`src/rtl/coin_spawner.sv`:
```
// coin_spawner: launches coins per lane, judges hits/misses, keeps score and lives.
// Optional spawn speedup every 8 hits: define COIN_SPAWNER_SPEEDUP_EN.
module coin_spawner #(
    parameter int          LANES       = 3,
    parameter int          START_LIVES = 3,
    parameter int          MIN_GAP     = 12,
    parameter int          HIT_FRAMES  = 8,
    parameter logic [15:0] LFSR_SEED   = 16'hACE1
) (
    input  logic             i_clk,
    input  logic             i_rst_n,
    input  logic             i_v_sync,
    input  logic             i_start,
    input  logic [LANES-1:0] i_lane_btn,
    input  logic [LANES-1:0] i_in_position,
    output logic [LANES-1:0] o_active,
    output logic [15:0]      o_score,
    output logic [2:0]       o_lives,
    output logic             o_game_over,
    output logic             o_hit_pulse,
    output logic             o_miss_pulse
);
    localparam int GW = $clog2(MIN_GAP + 16) + 1;
    localparam int WW = $clog2(HIT_FRAMES + 1);
    localparam int CW = $clog2(LANES + 1);

    typedef enum logic [1:0] {S_IDLE, S_RUN, S_OVER} state_t;
    typedef enum logic [1:0] {L_IDLE, L_TRAVEL, L_WINDOW} lane_t;

    state_t          r_state;
    state_t          w_state_nxt;
    lane_t           r_lane     [LANES];
    lane_t           w_lane_nxt [LANES];
    logic [WW-1:0]   r_win      [LANES];
    logic [WW-1:0]   w_win_nxt  [LANES];
    logic            r_vs1, r_vs2, r_vs3;
    logic [LANES-1:0] r_btn;
    logic [15:0]     r_lfsr;
    logic [GW-1:0]   r_gap;
    logic [15:0]     r_score;
    logic [2:0]      r_lives;
    logic            r_hit_pulse, r_miss_pulse;

    logic            w_tick, w_run, w_start, w_spawn, w_over;
    logic [LANES-1:0] w_btn_rise, w_hits, w_misses;
    logic [15:0]     w_lfsr_nxt;
    logic [1:0]      w_sel;
    logic [GW-1:0]   w_base, w_gap_rld;
    logic [CW-1:0]   w_nhit, w_nmiss;
    logic [2:0]      w_lives_nxt;
    logic [16:0]     w_score_sum;
    logic [15:0]     w_score_nxt;

    assign w_tick      = r_vs2 & ~r_vs3;
    assign w_btn_rise  = i_lane_btn & ~r_btn;
    assign w_run       = (r_state == S_RUN);
    assign w_start     = ~w_run & i_start;
    assign w_lfsr_nxt  = {r_lfsr[14:0],
                          r_lfsr[15] ^ r_lfsr[13] ^ r_lfsr[12] ^ r_lfsr[10]};
    assign w_sel       = (w_lfsr_nxt[1:0] == 2'd3) ? 2'd1 : w_lfsr_nxt[1:0];
    assign w_spawn     = w_run & w_tick & (r_gap <= GW'(1));
    assign w_gap_rld   = w_base + GW'(w_lfsr_nxt[5:2]);
    assign w_lives_nxt = (r_lives > 3'(w_nmiss)) ? r_lives - 3'(w_nmiss) : 3'd0;
    assign w_score_sum = {1'b0, r_score} + 17'(w_nhit);
    assign w_score_nxt = w_score_sum[16] ? 16'hFFFF : w_score_sum[15:0];
    assign w_over      = w_run & (w_lives_nxt == 3'd0);

`ifdef COIN_SPAWNER_SPEEDUP_EN
    logic [2:0]    r_hcnt;
    logic [GW-1:0] r_base;
    logic [3:0]    w_hsum;

    assign w_hsum = {1'b0, r_hcnt} + 4'(w_nhit);
    assign w_base = r_base;

    // Every wrap of the hit counter shortens the spawn gap base by two, floor four.
    always_ff @(posedge i_clk) begin
        if (!i_rst_n || w_start) begin
            r_hcnt <= '0;
            r_base <= GW'(MIN_GAP);
        end else if (w_run) begin
            r_hcnt <= w_hsum[2:0];
            if (w_hsum[3])
                r_base <= (r_base > GW'(5)) ? r_base - GW'(2) : GW'(4);
        end
    end
`else
    assign w_base = GW'(MIN_GAP);
`endif

    // Per-lane launch, window entry and hit/miss judgement for this clock.
    always_comb begin
        w_hits   = '0;
        w_misses = '0;
        for (int i = 0; i < LANES; i++) begin
            w_lane_nxt[i] = r_lane[i];
            w_win_nxt[i]  = r_win[i];
            if (w_run) begin
                case (r_lane[i])
                    L_IDLE: begin
                        if (w_spawn && (w_sel == 2'(i)))
                            w_lane_nxt[i] = L_TRAVEL;
                    end
                    L_TRAVEL: begin
                        if (i_in_position[i]) begin
                            w_lane_nxt[i] = L_WINDOW;
                            w_win_nxt[i]  = WW'(HIT_FRAMES);
                        end
                    end
                    L_WINDOW: begin
                        if (w_btn_rise[i]) begin
                            w_hits[i]     = 1'b1;
                            w_lane_nxt[i] = L_IDLE;
                        end else if (!i_in_position[i]) begin
                            w_misses[i]   = 1'b1;
                            w_lane_nxt[i] = L_IDLE;
                        end else if (w_tick) begin
                            w_win_nxt[i] = r_win[i] - WW'(1);
                            if (r_win[i] == WW'(1)) begin
                                w_misses[i]   = 1'b1;
                                w_lane_nxt[i] = L_IDLE;
                            end
                        end
                    end
                    default: w_lane_nxt[i] = L_IDLE;
                endcase
            end
        end
    end

    // Count this clock's hits and misses across lanes.
    always_comb begin
        w_nhit  = '0;
        w_nmiss = '0;
        for (int i = 0; i < LANES; i++) begin
            w_nhit  = w_nhit + CW'(w_hits[i]);
            w_nmiss = w_nmiss + CW'(w_misses[i]);
        end
    end

    // Global game state register.
    always_ff @(posedge i_clk) begin
        if (!i_rst_n)
            r_state <= S_IDLE;
        else
            r_state <= w_state_nxt;
    end

    // Global game next-state.
    always_comb begin
        w_state_nxt = r_state;
        case (r_state)
            S_IDLE:  if (i_start) w_state_nxt = S_RUN;
            S_RUN:   if (w_over)  w_state_nxt = S_OVER;
            S_OVER:  if (i_start) w_state_nxt = S_RUN;
            default: w_state_nxt = S_IDLE;
        endcase
    end

    // Outputs decoded from game and lane state.
    always_comb begin
        o_game_over = (r_state == S_OVER);
        for (int i = 0; i < LANES; i++)
            o_active[i] = (r_lane[i] != L_IDLE);
    end

    assign o_score      = r_score;
    assign o_lives      = r_lives;
    assign o_hit_pulse  = r_hit_pulse;
    assign o_miss_pulse = r_miss_pulse;

    // Sync/edge pipes, LFSR, spawn gap, score, lives and lane state.
    always_ff @(posedge i_clk) begin
        if (!i_rst_n) begin
            r_vs1        <= 1'b0;
            r_vs2        <= 1'b0;
            r_vs3        <= 1'b0;
            r_btn        <= '0;
            r_lfsr       <= LFSR_SEED;
            r_gap        <= GW'(MIN_GAP);
            r_score      <= '0;
            r_lives      <= 3'(START_LIVES);
            r_hit_pulse  <= 1'b0;
            r_miss_pulse <= 1'b0;
            for (int i = 0; i < LANES; i++) begin
                r_lane[i] <= L_IDLE;
                r_win[i]  <= '0;
            end
        end else begin
            r_vs1        <= i_v_sync;
            r_vs2        <= r_vs1;
            r_vs3        <= r_vs2;
            r_btn        <= i_lane_btn;
            r_hit_pulse  <= |w_hits;
            r_miss_pulse <= |w_misses;
            if (w_start) begin
                r_lfsr  <= LFSR_SEED;
                r_gap   <= GW'(MIN_GAP);
                r_score <= '0;
                r_lives <= 3'(START_LIVES);
                for (int i = 0; i < LANES; i++)
                    r_lane[i] <= L_IDLE;
            end else if (w_run) begin
                r_score <= w_score_nxt;
                r_lives <= w_lives_nxt;
                if (w_tick) begin
                    r_lfsr <= w_lfsr_nxt;
                    r_gap  <= w_spawn ? w_gap_rld : r_gap - GW'(1);
                end
                for (int i = 0; i < LANES; i++) begin
                    r_lane[i] <= w_over ? L_IDLE : w_lane_nxt[i];
                    r_win[i]  <= w_win_nxt[i];
                end
            end
        end
    end
endmodule

```
`config.mk`:
```
export PLATFORM = sky130hd
export DESIGN_NAME = coin_spawner
export DESIGN_NICKNAME = d
export VERILOG_FILES = /design/src/rtl/coin_spawner.sv
export SDC_FILE = /design/constraint.sdc
export NUM_CORES = 1
export LEC_CHECK = 0
export BUFFER_PORTS_ARGS = -buffer_cell sky130_fd_sc_hd__buf_2
export CELL_PAD_IN_SITES_DETAIL_PLACEMENT = 1
export CELL_PAD_IN_SITES_GLOBAL_PLACEMENT = 1
export CORE_MARGIN = 4
export CORE_UTILIZATION = 41
export CTS_CLUSTER_DIAMETER = 60
export DETAILED_ROUTE_END_ITERATION = 8
export PLACE_DENSITY_LB_ADDON = 0.1
export SYNTH_ARGS = -nofsm -noshare
export SYNTH_HDL_FRONTEND = slang
export SYNTH_SLANG_ARGS = --single-unit
```
`constraint.sdc`:
```
create_clock -name i_clk -period 3.1 [get_ports i_clk]
set_clock_uncertainty 0.15 [all_clocks]
set_input_delay 0.465 -clock i_clk [delete_from_list [all_inputs] [get_ports i_clk]]
set_output_delay 0.465 -clock i_clk [all_outputs]
set_load 0.005 [all_outputs]
```
# ---- Yosys cells after proc, flatten, opt, wreduce, memory -nomap -nowiden
# Memories as Yosys holds them, arrays and structs flattened.
# Index checks and enable logic that the tools add are counted.
dict set report totals {
  output_inout_bits 25
  wordCells 178
  ramBits 18
  inputBits 10
  regBits 51
  mem_count 2
}
# memory depth word_bits rd rd_ports_with_merged_regs write_ports line
set mem_list {}
lappend mem_list {r_win 3 4 3 0 3 34} ;# logic [WW-1:0] r_win [LANES];
lappend mem_list {r_lane 3 2 3 0 3 32} ;# lane_t r_lane [LANES];
dict set report classes {
  n_mux 96
  magnitude_cmp 2
  add_sub_neg 11
  bitwise 22
  eq_ne 16
  n_reduce_logical 18
}
# cell count
set ops {}
lappend ops {{2-to-1 mux 4 bit} 18}
lappend ops {{2-to-1 mux 2 bit} 33}
lappend ops {{2-to-1 mux 1 bit} 35}
lappend ops {{case mux 4 bit (2 select lines)} 3}
lappend ops {{case mux 2 bit (3 select lines)} 3}
lappend ops {{adder 16 x 2 -> 17 bit} 1}
lappend ops {{2-to-1 mux 16 bit} 1}
lappend ops {{equality test 2 bit (second input constant)} 6}
lappend ops {{equality test 4 x 1 -> 1 bit (second input constant)} 3}
lappend ops {{subtractor 4 x 1 -> 4 bit (second input constant)} 3}
lappend ops {{equality test 2 x 1 -> 1 bit (second input constant)} 5}
lappend ops {{logical NOT 2 bit} 5}
lappend ops {{OR 1 bit} 9}
lappend ops {{<= comparator 6 x 1 -> 1 bit (second input constant)} 1}
lappend ops {{2-to-1 mux 6 bit} 1}
lappend ops {{nonzero test 2 bit} 3}
lappend ops {{OR reduction 3 bit} 2}
lappend ops {{subtractor 6 x 1 -> 6 bit (second input constant)} 1}
lappend ops {{adder 4 x 4 -> 5 bit (first input constant)} 1}
lappend ops {{bitwise AND 1 bit} 5}
lappend ops {{adder 1 x 1 -> 2 bit} 2}
lappend ops {{adder 2 x 1 -> 2 bit} 2}
lappend ops {{!= test 2 x 1 -> 1 bit (second input constant)} 2}
lappend ops {{case mux 2 bit (2 select lines)} 1}
lappend ops {{11 further kinds} 19}

# ---- Logic depth before layout (Yosys ltp)
# Gate-level depths: netlist of the first run.
# An unclocked memory read counts as a cell.
dict set report depth {
  depth_word 16
  ltp_mapped 13
  mapped_depth_nobuf 12
}

# ---- Least setup slack after synthesis of the first run
# No wires, ideal clock.
dict set report synth_path {
  path_type {register to register}
  startpoint {memory r_lane[0][4] (netlist name)}
  endpoint {memory r_lane[0][4] (netlist name), enable pin}
  path_buffers 0
  path_stages_with_launch 11
  path_slack_ns -0.344
  required_ns 2.627
  setup_ns 0.323
  t_arrival_ns 2.971
  synth_period_minus_slack_ns 3.444
  cell_sequence {edfxtp_1 nor2b_1 o21ai_0 a211oi_1 fa_1 ha_1 fa_1 a32o_1 nor3_2 a21oi_1 a32oi_1}
}
# element line
set synth_lines {}
lappend synth_lines {{from (decl)} 32}

==> results of run 1 <==
power by group:
part / switching (mW) / total (mW) / internal [mW] / leakage [nW]
clock network: 0.344 / 0.730 / 0.386 / 0.0961
registers: 0.0258 / 0.989 / 0.964 / 0.604
logic: 0.195 / 0.346 / 0.151 / 1.20
total: 0.565 / 2.07 / 1.50 / 1.90
state kept, by name, summed over array words and instances, names as in the netlist:
signal        count
r_lane            6
r_vs3             1
o_miss_pulse      1
r_vs1             1
o_hit_pulse       1
o_score          16
r_btn             3
o_lives           3
r_lfsr           16
r_win            12
r_state           2
r_vs2             1
r_gap             6
area by class of cell:
cell class	instances	area [um2]	area share, %
Timing Repair Buffer	95	652	13.9
Tap cell	105	131	2.80
Multi-Input combinational cell	286	2080	44.3
Clock buffer	16	191	4.07
Inverter	20	75.1	1.60
Sequential cell	69	1570	33.3
cells by family after synthesis:
| kind of cell | count (synthesis) | synth area share [%] |
|---|---|---|
| compound gates | 72 | 13.2 |
| flops | 69 | 44.4 |
| mux | 3 | 0.889 |
| xor+xnor | 19 | 4.73 |
| simple gates | 175 | 25.9 |
| buf+inv | 34 | 4.02 |
| fa+ha+maj | 17 | 6.90 |
synth_stat cells (8+ instances only):
| cell type | number |
|---|---|
| nand2_1 | 56 |
| edfxtp_1 | 18 |
| nand2b_1 | 8 |
| a21oi_1 | 31 |
| clkbuf_1 | 8 |
| ha_1 | 13 |
| nor3_1 | 9 |
| nor2_1 | 27 |
| inv_1 | 20 |
| nand3_1 | 21 |
| o21ai_0 | 8 |
| dfxtp_1 | 51 |
| xnor2_1 | 14 |
metrics by stage:
| step | setup slack (ns) | cell area, um2 | hold WS (ns) |
|---|---|---|---|
| 6_report | -0.373 | 4700 | 0.174 |
| 3_5_place_dp | -0.434 | 4150 | 0.284 |
| 3_3_place_gp | -0.304 | 4150 | 0.288 |
| 5_1_grt | -0.497 | 4700 | 0.167 |
| 4_1_cts | -0.426 | 4480 | 0.168 |
| 2_1_floorplan | -0.0896 | 3570 | 0.262 |
repair_timing:
item	4_1_cts	5_1_grt
endpoints found under the setup margin	29	32
pin swaps	17	17
gates resized for setup	22	35
buffers inserted	8	9
path summary, 6_finish.rpt:
kind / start / to / slack [ns] / cells past startpoint
worst max-delay path: r_vs3 / r_lane[0][1] / -0.37 / 13
worst min-delay path: i_v_sync / r_vs1 / 0.17 / 2
worst max register to register: r_vs3 / r_lane[0][1] / -0.37 / 13
worst min register to register: r_lfsr[9] / r_lfsr[9] / 0.31 / 2
per-layer routing:
layer	wire length, um	vias to the layer above
met3	401	20
met4	206	0
li1	-	1536
met1	4430	1534
met2	4980	53
met5	0	-
layout by cell type, fill, tap and decap left out, types with 3 or more instances in the layout:
cell / count
buf_4: 57
nand2_1: 53
dfxtp_1: 48
buf_2: 34
a21oi_1: 27
nor2_1: 22
inv_1: 18
nand3_1: 18
edfxtp_1: 18
xnor2_1: 14
clkbuf_8: 11
ha_1: 9
nand2b_1: 7
nor2_2: 7
and2_1: 7
o21ai_0: 6
nor3_1: 6
nor2_4: 5
nand4_1: 5
xor2_1: 5
a31oi_1: 5
nor3_2: 4
o211ai_1: 4
and3_1: 4
clkbuf_1: 4
a21oi_2: 3
nor3_4: 3
nor2b_1: 3
buf_6: 3
dfxtp_2: 3
worst register-to-register path, delay by kind of cell (launching register included):
family	cells	cell delay [ns]
compound gates	2	0.48
fa+ha+maj	3	1.10
buf+inv	3	0.40
flops	1	0.33
simple gates	5	0.88
==> qor.yml, run 1 <==
critical_path:
  worstSetupStartpointType: "flip-flop"
  crit_buf_inv: 3
  crit_type: "flip-flop to flip-flop"
  worstPathArrival_ns: 3.53
  crit_family: "adder cells"
  slowest_delay_ns: 0.46
  end_kind: "flip-flop"
  crit_required_ns: 3.16
  crit_fanout: 7
  cp_cell_sequence: "and2b_4, buf_4, nand3_2, a21oi_2, fa_1, ha_2, fa_2, a311oi_4, nor3_4, buf_12, buf_6, or2_4, nor2_4"
  crit_slowest_cell: "fa_1"
routing:
  wire_per_inst_um: 16.9
  vias: 3143
  routed_wl_mm: 10.0
  drtIter0Drc: 64
  drc_errors: 0
  viasPerCell: 5.32
  drtPass1Iterations: 4
  postRouteAntennaNets: 0
job:
  cap_violations: 0
clocking:
  clkSinkCount: 69
  clock_latency_ns: 0.35
  cts_buffers: 9
  tritoncts: "yes"
  clockRootBuffer: "clkbuf_8"
  clk_path_buf_depth: 2
  cts_hold_buf: 0
  cts_max_level: 3
  clk_pin_slew_worst_paths_ns: 0.08
sta:
  rsz0062_at_grt: "true"
  fmax_mhz: 288
  final-hold-violation-count: 0
  drv_slew: 0
  period_needed_ns: 3.47
  fin_ws_ns: -0.373
  worst_pin_slew_ns: 0.655
  setup_viol: 14
  finalCritPeriodShare_pct: 112
  tns_ns: -4.69
  relSlewSlack_pct: 56.2
synthesis:
  synthFlopType: "dfxtp_1"
  synth_nets: 416
  yosysTopAreaCellShare_pct: 29.0
  ys_types: 61
  netlist_area_um2: 3520
  ys_warn_count: 0
  seq_area_frac_synth_pct: 44.4
  yosysTopAreaCell: "dfxtp_1"
  synth_area_leaders: "dfxtp_1 29%, edfxtp_1 15%, nand2_1 6.0%, ha_1 4.6%, a21oi_1 4.4%"
  syn_inst: 389
  yosys_register_bits: 69
  synth.avg_cell_area_um2: 9.05
  ys_async_sr_fraction_pct: 0
  synth-edff-count: 18
power:
  power_mw: 2.07
  pwr_density_cell_nw_per_um2: 440
  power_leakage_nw: 1.90
  ir_drop_v: 0.000197
layout:
  area_growth_pct: 33.5
  instances_no_fill: 591
  fin_nets: 508
  diodes: 0
  drive_above_1_share_pct: 35.6
  nFillCells: 980
  fin_util_pct: 56.6
global_route:
  met2_usage_pct: 34.0
  antenna_found_initial: 0
  grt_max_degree: 26
  grt_busiest_layer: "met2"
  grt_pass1_wl_mm: 15.9
  grt_util_all_layers_pct: 20.0
  overflow: 0
  grtUsageMet1_pct: 24.9
  grt_util_met3_pct: 4.64
  grt_pass1_vias: 3254
floorplan:
  top_level_ports: 35
  initial_core_util_pct: 42.4
  coreArea_um2: 8300
  placementRows: 33
  dieArea_um2: 10100
  die_w_um: 101
  dieHeight_um: 101
placed_design:
  place_congestion: 0.778
  dpl.cell_count: 561
  portBuffers: 34
  hpwl_mm: 6.78
run_status:
  failed_checks: "negative setup slack"
  outcome: "finished with violations"
hold_path:
  holdCritPathClass: "input pin to flip-flop"
(Power assumes the default switching activity.)
==> inputs of run 2 (changes only) <==
CORE_UTILIZATION = 45   (was 41)
clock period = 4.1 ns   (was 3.1 ns; I/O delays follow)
==> run 2 against run 1 <==
The flow now finishes without violations. Global-route usage is 0.83 points lower. Worst setup slack gained 0.71 ns. Routed wire length shrank 16%. Non-clock buffer count shrank 56. Sequential power shrank 24%. Final cell count decreased by 11%. Power fell by 30%. Critical path type unchanged. Largest cell class unchanged.
==> qor.yml, run 2 (synthesis gave the netlist of run 1 again) <==
global_route:
  met2_usage_pct: 33.5  # -0.47 points
  grt_util_all_layers_pct: 19.2  # -0.83 points
  grt_pass1_vias: 2916  # -10%
  grtUsageMet1_pct: 22.5  # -2.4 points
  grt_busiest_layer: "met2"
  overflow: 0  # unchanged
  grt_max_degree: 30  # +15%
  antenna_found_initial: 0  # unchanged
  grt_pass1_wl_mm: 13.8  # -13%
  grt_util_met3_pct: 5.27  # +0.63 points
floorplan:
  initial_core_util_pct: 47.5  # +5.1 points
  placementRows: 31  # -6.1%
  dieHeight_um: 96.4  # -4.2%
  dieArea_um2: 9300  # -8.2%
  coreArea_um2: 7410  # -11%
  die_w_um: 96.4  # -4.2%
  top_level_ports: 35  # unchanged
critical_path:
  reg2reg_depth: 10  # -3
  worstPathArrival_ns: 3.63  # +0.10 ns
  crit_fanout: 5  # -2
  reg2reg_slack_ns: 0.34  # +0.71 ns
  crit_required_ns: 3.97  # +0.81 ns
  worstSetupStartpointType: "flip-flop"
  r2r-end: "r_lane[0][3]"
  end_kind: "flip-flop"
  crit_type: "flip-flop to flip-flop"
  r2r_start: "r_lane[0][4]"
layout:
  area_growth_pct: 13.4
  diodes: 0  # unchanged
  fin_util_pct: 53.9  # -2.7 points
  drive_above_1_share_pct: 17.5  # -18 points
  mostFrequentLayoutCell: "nand2_1"
  fin_area_um2: 3990  # -15%
  layout_common_cells: "56 x nand2_1, 51 x dfxtp_1, 34 x buf_2"
  fin_nets: 452  # -11%
  nFillCells: 892  # -9.0%
routing:
  drc_errors: 0  # unchanged
  routed_wl_mm: 8.39  # -16%
  postRouteAntennaNets: 0  # unchanged
  viasPerCell: 5.49  # +3.2%
  drtIter0Drc: 54  # -16%
  vias: 2897  # -7.8%
  wire_per_inst_um: 15.9  # -6.1%
  drtPass1Iterations: 4  # unchanged
sta:
  finalCritPeriodShare_pct: 91.8  # -20 points
  holdWs_ns: 0.297  # +0.123 ns
  setup_viol: 0  # -14
  period_needed_ns: 3.76  # +0.290 ns
  worst_pin_slew_ns: 0.736  # +0.0806 ns
  drv_slew: 0  # unchanged
  final-hold-violation-count: 0  # unchanged
  tns_ns: 0  # +4.69 ns
  relSlewSlack_pct: 50.9  # -5.3 points
  fmax_mhz: 266  # -7.7%
  fin_ws_ns: 0.337  # +0.710 ns
  rsz0062_at_grt: "false"
placed_design:
  hpwl_mm: 6.00  # -12%
  place_area_um2: 3780  # -8.9%
  portBuffers: 34  # unchanged
  place_congestion: 0.805  # +3.4%
  post-place-ws_ns: 0.136  # +0.570 ns
clocking:
  clockRootBuffer: "clkbuf_8"
  cts_max_level: 3  # unchanged
  tritoncts: "yes"
  clk_pin_slew_worst_paths_ns: 0.07  # about the same
  cts_buffers: 9  # unchanged
  clkSinkCount: 69  # unchanged
  postCtsSetupBuffers: 0  # -8
  clk_path_buf_depth: 2  # unchanged
  clock_latency_ns: 0.34  # about the same
hold_path:
  hold_depth: 1  # -1
  holdCritStartpoint: "r_vs1"
  hold_end: "r_vs2"
  holdCritPathClass: "flip-flop to flip-flop"
run_status:
  outcome: "finished clean"
power:
  power_leakage_nw: 1.56  # -18%
  pwr_density_cell_nw_per_um2: 361  # -18%
  ir_drop_v: 0.000203  # +2.9%
job:
  cap_violations: 0  # unchanged
==> run 2: cell count changes in the layout (fill, tap and decap cells not counted), sizes merged <==
cell    delta
buf       -56
clkbuf     -1
==> run 2: power breakdown <==
group | internal, mW | leakage (nW) | total, mW | switching [mW]
combinational | 0.0597 | 0.863 | 0.165 | 0.106
clock | 0.288 | 0.0950 | 0.528 | 0.241
sequential | 0.729 | 0.603 | 0.749 | 0.0201
total | 1.08 | 1.56 | 1.44 | 0.366
==> run 2: critical path, cell delays in order (launching register included) <==
cell and delay (ns):
edfxtp_1 0.44, nor2b_2 0.21, o21ai_0 0.19, a211oi_2 0.31
fa_1 0.49, ha_1 0.23, fa_1 0.43, a32o_1 0.30
nor3_4 0.26, a21oi_1 0.15, a32oi_1 0.28
==> run 2: repair_timing <==
item	4_1_cts	5_1_grt
hold buffers	0	0
gates resized for setup	0	5
setup endpoints to repair	0	13
==> run 2: through the flow <==
| stage | instances | power [mW] |
|---|---|---|
| 3_5_place_dp | 513 | 0.927 |
| 4_1_cts | 528 | 1.45 |
| 3_3_place_gp | 513 | 0.921 |
| 2_1_floorplan | 389 | 0.871 |
| 5_1_grt | 528 | 1.51 |
| 6_report | 528 | 1.44 |
==> run 2: layer usage <==
metal | share of wire (%) | vias up
met5 | 0 | -
met4 | 2.3 | 0
met3 | 3.8 | 15
met2 | 50 | 49
met1 | 44 | 1408
li1 | - | 1425
==> run 2: worst max-delay path by stage <==
| stage | start | endpoint | slack (ns) | cells after the start |
|---|---|---|---|---|
| 2_1_floorplan | i_lane_btn[2] | r_lane[0][4] | 0.62 | 10 |
| 3_3_place_gp | i_lane_btn[2] | r_lane[0][1] | 0.24 | 11 |
| 3_5_place_dp | i_lane_btn[2] | r_lane[0][3] | 0.14 | 11 |
| 4_1_cts | r_lane[0][4] | r_lane[0][3] | 0.07 | 10 |
| 5_1_grt | r_lane[0][4] | r_lane[0][0] | 0.05 | 10 |
| 6_report | r_lane[0][4] | r_lane[0][3] | 0.34 | 10 |
==> run 2: area by class of cell <==
| cell class | count | area, um2 | area share, % |
|---|---|---|---|
| multi-input cells | 286 | 1840 | 46.0 |
| flip-flops and latches | 69 | 1560 | 39.1 |
| repair buffers | 39 | 208 | 5.20 |
| clock buffers | 15 | 188 | 4.70 |
| well taps | 99 | 124 | 3.10 |
| inverters | 20 | 75.1 | 1.88 |
